## src/rtl/reg_scoreboard.sv

```systemverilog
// Register-write scoreboard: per-register countdown to writeback, issue stall on RAW/WAW.
// Optional SCOREBOARD_FWD_EN: RAW ignores counts at or below FWD_SLACK (forwarded results).

module reg_scoreboard_cnt #(
  parameter int CNT_W = 3
) (
  input  logic             clk,
  input  logic             reset,
  input  logic             clr,
  input  logic             load,
  input  logic [CNT_W-1:0] lat,
  output logic [CNT_W-1:0] cnt
);
  always_ff @(posedge clk) begin
    if (reset || clr)    cnt <= '0;
    else if (load)       cnt <= lat;
    else if (cnt != '0)  cnt <= cnt - 1'b1;
  end
endmodule

module reg_scoreboard #(
  parameter int ALU_LAT   = 2,
  parameter int LOAD_LAT  = 4,
  parameter int CNT_W     = 3,
  parameter int FWD_SLACK = 1
) (
  input  logic        clk,
  input  logic        reset,
  input  logic        flush,
  input  logic        iss_valid,
  input  logic [4:0]  iss_rs,
  input  logic [4:0]  iss_rt,
  input  logic        iss_use_rt,
  input  logic        iss_wr,
  input  logic [4:0]  iss_rd,
  input  logic        iss_load,
  output logic        stall,
  output logic        iss_fire,
  output logic [31:0] busy_vec
);
  localparam logic [CNT_W-1:0] ALU_L  = CNT_W'(ALU_LAT);
  localparam logic [CNT_W-1:0] LOAD_L = CNT_W'(LOAD_LAT);
`ifdef SCOREBOARD_FWD_EN
  localparam logic [CNT_W-1:0] RAW_THR = CNT_W'(FWD_SLACK);
`else
  // Without forwarding any nonzero count blocks a reader.
  localparam logic [CNT_W-1:0] RAW_THR = CNT_W'(0 * FWD_SLACK);
`endif

  logic [CNT_W-1:0] cnt [32];
  logic [CNT_W-1:0] lat;
  logic             raw, waw;

  assign cnt[0] = '0;
  assign lat    = iss_load ? LOAD_L : ALU_L;

  always_comb begin
    raw = (cnt[iss_rs] > RAW_THR) || (iss_use_rt && (cnt[iss_rt] > RAW_THR));
    waw = iss_wr && (iss_rd != 5'd0) && (cnt[iss_rd] > lat);
  end

  // A flush/reset cycle discards everything, so nothing is worth holding back.
  assign stall    = iss_valid && !reset && !flush && (raw || waw);
  assign iss_fire = iss_valid && !stall;

  assign busy_vec[0] = 1'b0;

  for (genvar r = 1; r < 32; r++) begin : g_reg
    reg_scoreboard_cnt #(.CNT_W(CNT_W)) u_cnt (
      .clk   (clk),
      .reset (reset),
      .clr   (flush),
      .load  (iss_fire && iss_wr && (iss_rd == 5'(r))),
      .lat   (lat),
      .cnt   (cnt[r])
    );
    assign busy_vec[r] = (cnt[r] != '0);
  end
endmodule

```

## config.mk

```make
export PLATFORM = sky130hd
export DESIGN_NAME = reg_scoreboard
export DESIGN_NICKNAME = d
export VERILOG_FILES = /design/src/rtl/reg_scoreboard.sv
export SDC_FILE = /design/constraint.sdc
export NUM_CORES = 1
export LEC_CHECK = 0
export ABC_AREA = 1
export BUFFER_PORTS_ARGS = -buffer_cell sky130_fd_sc_hd__buf_2
export CAP_MARGIN = 20
export CORE_AREA = 2 2 203 165
export CTS_BUF_LIST = sky130_fd_sc_hd__clkbuf_8
export CTS_CLUSTER_DIAMETER = 30
export CTS_CLUSTER_SIZE = 24
export DETAILED_ROUTE_END_ITERATION = 7
export DIE_AREA = 0 0 205 167
export GPL_TIMING_DRIVEN = 0
export PLACE_DENSITY_LB_ADDON = 0.05
export SYNTH_ARGS = -nofsm -noshare
export SYNTH_HDL_FRONTEND = slang
export SYNTH_HIERARCHICAL = 1
export SYNTH_SLANG_ARGS = --single-unit
```

## constraint.sdc

```tcl
create_clock -name clk -period 3.01 [get_ports clk]
set_clock_uncertainty 0.2 [all_clocks]
set_input_delay 0 -clock clk [delete_from_list [all_inputs] [get_ports clk]]
set_output_delay 0 -clock clk [all_outputs]
set_load 0.01 [all_outputs]
```

==> summary.md <==
| Metric | Value |
|---|---|
| Share of layout cells above drive strength 1 | `0.152` |
| Post-Place Worst Slack | `-1.53 ns` |
| Cell area after layout | `11,200 sq um` |
| Critical-path cell list | `buf_4 > inv_2 > nor2_4 > inv_1 > clkbuf_4 > o22ai_1 > o21ai_0 > nand4_1 > o21ai_0 > ha_1 > inv_1 > a21oi_1 > nor3b_1 > nand2_1 > nand3_2 > nand2_2 > nand3_4 > buf_4 > clkbuf_16 > nor2_4 > nand2_1 > o21ai_1 > nor2_1 > nor2_1` |
| Max reg flops | `93` |
| ANT cells | `0` |
| Adder and majority gate portion of the synthesized area | `0.0900` |
| CTS tree | `yes` |
| Top flop regs | `g.u_cnt/cnt x93` |
| Compound-cell area share of the yosys netlist | `0.101` |
| Worst Hold Depth | `6` |
| Slowest cell delay on critical path | `0.33 ns` |
| Synth Area in XOR/XNOR | `0` |
| Max_cap viols | `0` |
| Worst hold start | `iss_wr` |
| Worst-case hold path end point | `g_reg[14].u_cnt/cnt[2]` |
| Status | `finished with violations` |
| Number of synthesized register bits | `93` |
| YS warnings | `6` |
| Hold WC Path Type | `in -> reg` |
| Crit Path Class | `in -> reg` |
| First-pass detailed-route iteration total | `5` |
| Crit end category | `flop` |
| Met2 wire len | `15,900 um` |
| Final Setup Violations | `89` |
| Failing checks | `negative setup slack` |
| R2r worst-path depth | `18` |
| Final Hold Fails | `0` |
| Avg Inst Size Synth | `5.36 sq um` |
| Pin count of the biggest net entering global routing | `34` |
| Slowest cell on crit path | `clkbuf_4` |
| Worst rel slew slack | `0.367` |
| Root buffer cell | `clkbuf_8` |
| Worst setup margin | `-0.217 ns` |
| Largest family of logic cells by synthesized area | `simple AND/OR/NAND/NOR gates` |
| Post-synthesis sequential area ratio | `0.209` |
| Family with the most delay on the worst path | `buffers and inverters` |
| Final ANT Viol Nets | `0` |
| CORE AREA | `32,200 sq um` |
| Port bufs | `50` |
| Reg2reg start | `g_reg[16].u_cnt/cnt[2]` |
| Placed Area | `9850 sq um` |
| Simple-gate area share of the yosys netlist | `0.468` |
| Total CTS buffers | `9` |
| Cell Rows | `59` |
| DR top layer | `met4` |
| Crit path arrival time | `between 3 and 4 ns` |
| GRT Residual Overflow | `0` |
| Mux share of post-synthesis cell area | `0` |
| Antenna violations before repair | `0` |
| Detailed placer's ending HPWL | `25,700 um` |
| Area of the die | `34,200 sq um` |
| Crit share post-route | `1.07` |
| Layout area overhead | `26.4%` |
| Vias per std cell | `4.63` |
| RD Place Congestion | `0.906` |
| PD cells | `334 nW/um^2` |
| LEAKAGE | `5.87 nW` |
| Peak Freq | `310 MHz` |
| Wire length on met1 | `~18,000 um` |
| Distinct cells, synth | `31` |
| Clock buffer depth | `2` |
| RR Endpoint | `g_reg[19].u_cnt/cnt[1]` |
| Clock latency on the worst-skew pair | `0.44 ns` |
| Worst EP required | `roughly 3.2 ns` |
| Tmin final | `approximately 3.2 ns` |
| Fillers | `~3,700` |
| Vias in the first global route | `9,362` |
| Register clock-pin slew on the reported worst setup and hold paths | `0.10 ns` |
| Drt total wl | `36,300 um` |
| Routed len/inst | `16.2 um` |
| Htree depth | `3` |
| Die Y | `around 170 um` |
| Synth Instances | `1,660` |
| CP Max Fanout | `10` |
| FF-to-FF setup slack | `-0.15 ns` |
| Most flops, register | `g.u_cnt/cnt` |
| DR vias | `between 10,000 and 15,000` |
| Sink Count | `93` |
| Die X | `205 um` |
| Met3 WL | `1980 um` |
| Remaining DRCs | `0` |
| VDD IR-drop max | `between 0.15 and 0.2 mV` |
| Fin. max-slew vios | `0` |
| DR iter-0 viols | `slightly above 800` |
| Synthesized area | `8900 sq um` |
| Nets | `1,900` |
| Starting Density | `0.277` |
| Crit path buf inv count | `7` |
| RSZ-0062 raised after global routing | `yes` |
| First-pass GRT wire length | `54,100 um` |
| GRT Util Overall | `0.210` |
| CP startpoint kind | `input pin` |
| Worst slew pin tran | `0.950 ns` |
| I/O pins | `56` |
[logic make-up after synthesis]
family | count (synthesis)
AOI/OAI and AO/OA | 167
other | 1
buffers and inverters | 303
DFF | 93
and+or+nand+nor | 1032
adders and majority gates | 64
[how the worst max path moves through the flow]
stage	startpoint	to	depth (start not counted)
6_report	iss_rd[1]	g_reg[19].u_cnt/cnt[1]	24
5_1_grt	g_reg[16].u_cnt/cnt[2]	g_reg[2].u_cnt/cnt[1]	18
4_1_cts	g_reg[16].u_cnt/cnt[2]	g_reg[11].u_cnt/cnt[1]	18
3_5_place_dp	iss_rd[1]	g_reg[9].u_cnt/cnt[1]	21
3_3_place_gp	iss_load	g_reg[9].u_cnt/cnt[1]	14
2_1_floorplan	iss_rd[1]	g_reg[8].u_cnt/cnt[1]	21
[repair_timing]
item                       in CTS  in global routing
cloned                          2                  1
hold buffers                    4                  0
gates resized for setup       170                 78
hold endpoints to repair       31                  0
setup buffers                  31                 27
pin swaps                      56                 61
setup endpoints to repair      95                 95
[cell usage after synthesis]
master     instances  area [sq um]
ha_1              64           801
nand2_2            1          6.26
o21a_1             1          7.51
inv_1            266           998
inv_2              8          30.0
o21ai_0           87           435
o21bai_1           1          7.51
o211ai_1           1          7.51
nand3_1          181           906
o221ai_1           2          17.5
nor2_1           336          1260
conb_1             1          3.75
nor2_2             9          56.3
buf_4              6          45.0
o2111ai_1          2          17.5
a221oi_1           2          17.5
buf_2              6          30.0
nor3b_1            1          7.51
nand3b_1           1          7.51
nand4_1            5          31.3
buf_1              2          7.51
nor3_1             3          15.0
o21ai_1            9          45.0
nor2_4             2          22.5
nand2_1          493          1850
a21oi_1           41           205
a22o_1             3          26.3
a22oi_1            2          15.0
o22ai_1           16           100
dfxtp_1           93          1860
clkbuf_1          15          56.3
[metrics by stage]
stage | instances | hold slack (ns) | setup TNS (ns) | total power [mW] | util
detailed placement | 2168 | 0.133 | -124.45 | 2.67 | 0.306
global route | 2245 | 0.0832 | -23.93 | 4.04 | 0.349
floorplan | 1691 | -0.0907 | -0.359 | 2.25 | -
global placement | 2168 | 0.136 | -142.06 | 2.67 | 0.306
CTS | 2220 | 0.00739 | -7.99 | 3.75 | 0.336
finish | 2245 | 0.0973 | -11.78 | 3.76 | 0.349
[worst reg2reg max path, cell delays in order (launching register included)]
cell and delay (ns):
dfxtp_4 0.38, a22oi_2 0.17, o221ai_2 0.12, a221oi_2 0.34, o21ai_1 0.09, ha_1 0.29, a21oi_1 0.14, nor3b_1 0.06
nand2_1 0.08, nand3_2 0.09, nand2_2 0.10, nand3_4 0.13, buf_4 0.19, clkbuf_16 0.17, nor2_4 0.21, nand2_1 0.08
o21ai_1 0.11, nor2_1 0.06, nor2_1 0.10
[cells in the final DEF (no fill, tap or decap), types with 5 or more instances in the layout]
| master | netlist | layout |
|---|---|---|
| nand2_1 | 493 | 487 |
| nor2_1 | 336 | 273 |
| inv_1 | 266 | 258 |
| nand3_1 | 181 | 171 |
| dfxtp_1 | 93 | 79 |
| o21ai_1 | 9 | 65 |
| ha_1 | 64 | 64 |
| buf_2 | 6 | 54 |
| buf_4 | 6 | 48 |
| nor2_4 | 2 | 47 |
| a21oi_1 | 41 | 41 |
| conb_1 | 1 | 32 |
| nor2_2 | 9 | 27 |
| o21ai_0 | 87 | 26 |
| inv_2 | 8 | 16 |
| o22ai_1 | 16 | 14 |
| clkbuf_8 | 0 | 12 |
| dfxtp_2 | 0 | 10 |
| nand3_2 | 0 | 9 |
| buf_6 | 0 | 9 |
| clkbuf_1 | 15 | 8 |
| nand2_2 | 1 | 7 |
| buf_12 | 0 | 7 |
| o21ai_2 | 0 | 5 |
| nand4_1 | 5 | 5 |
[per-layer routing]
metal / GRT usage / vias to the layer above
li1: - / 5432
met5: 0 / -
met1: 0.297 / 4670
met3: 0.0431 / 28
met4: 0.0479 / 0
met2: 0.324 / 255
[power by group]
part           internal [mW]  switching (mW)
registers               1.30          0.0815
logic                  0.503           0.922
clock network          0.417           0.532
[final cells by class]
cell class                 instances  area [sq um]  area share
tap                              427           534      0.0475
clock buffer                      11           151      0.0135
multi-input combinational       1295          6500       0.578
sequential                        93          1890       0.168
timing repair buffer             113           900      0.0800
clock inverter                     4          41.3     0.00367
inverter                         274          1040      0.0921
buffer                            28           193      0.0171
Power figures use the tool's default switching activity.
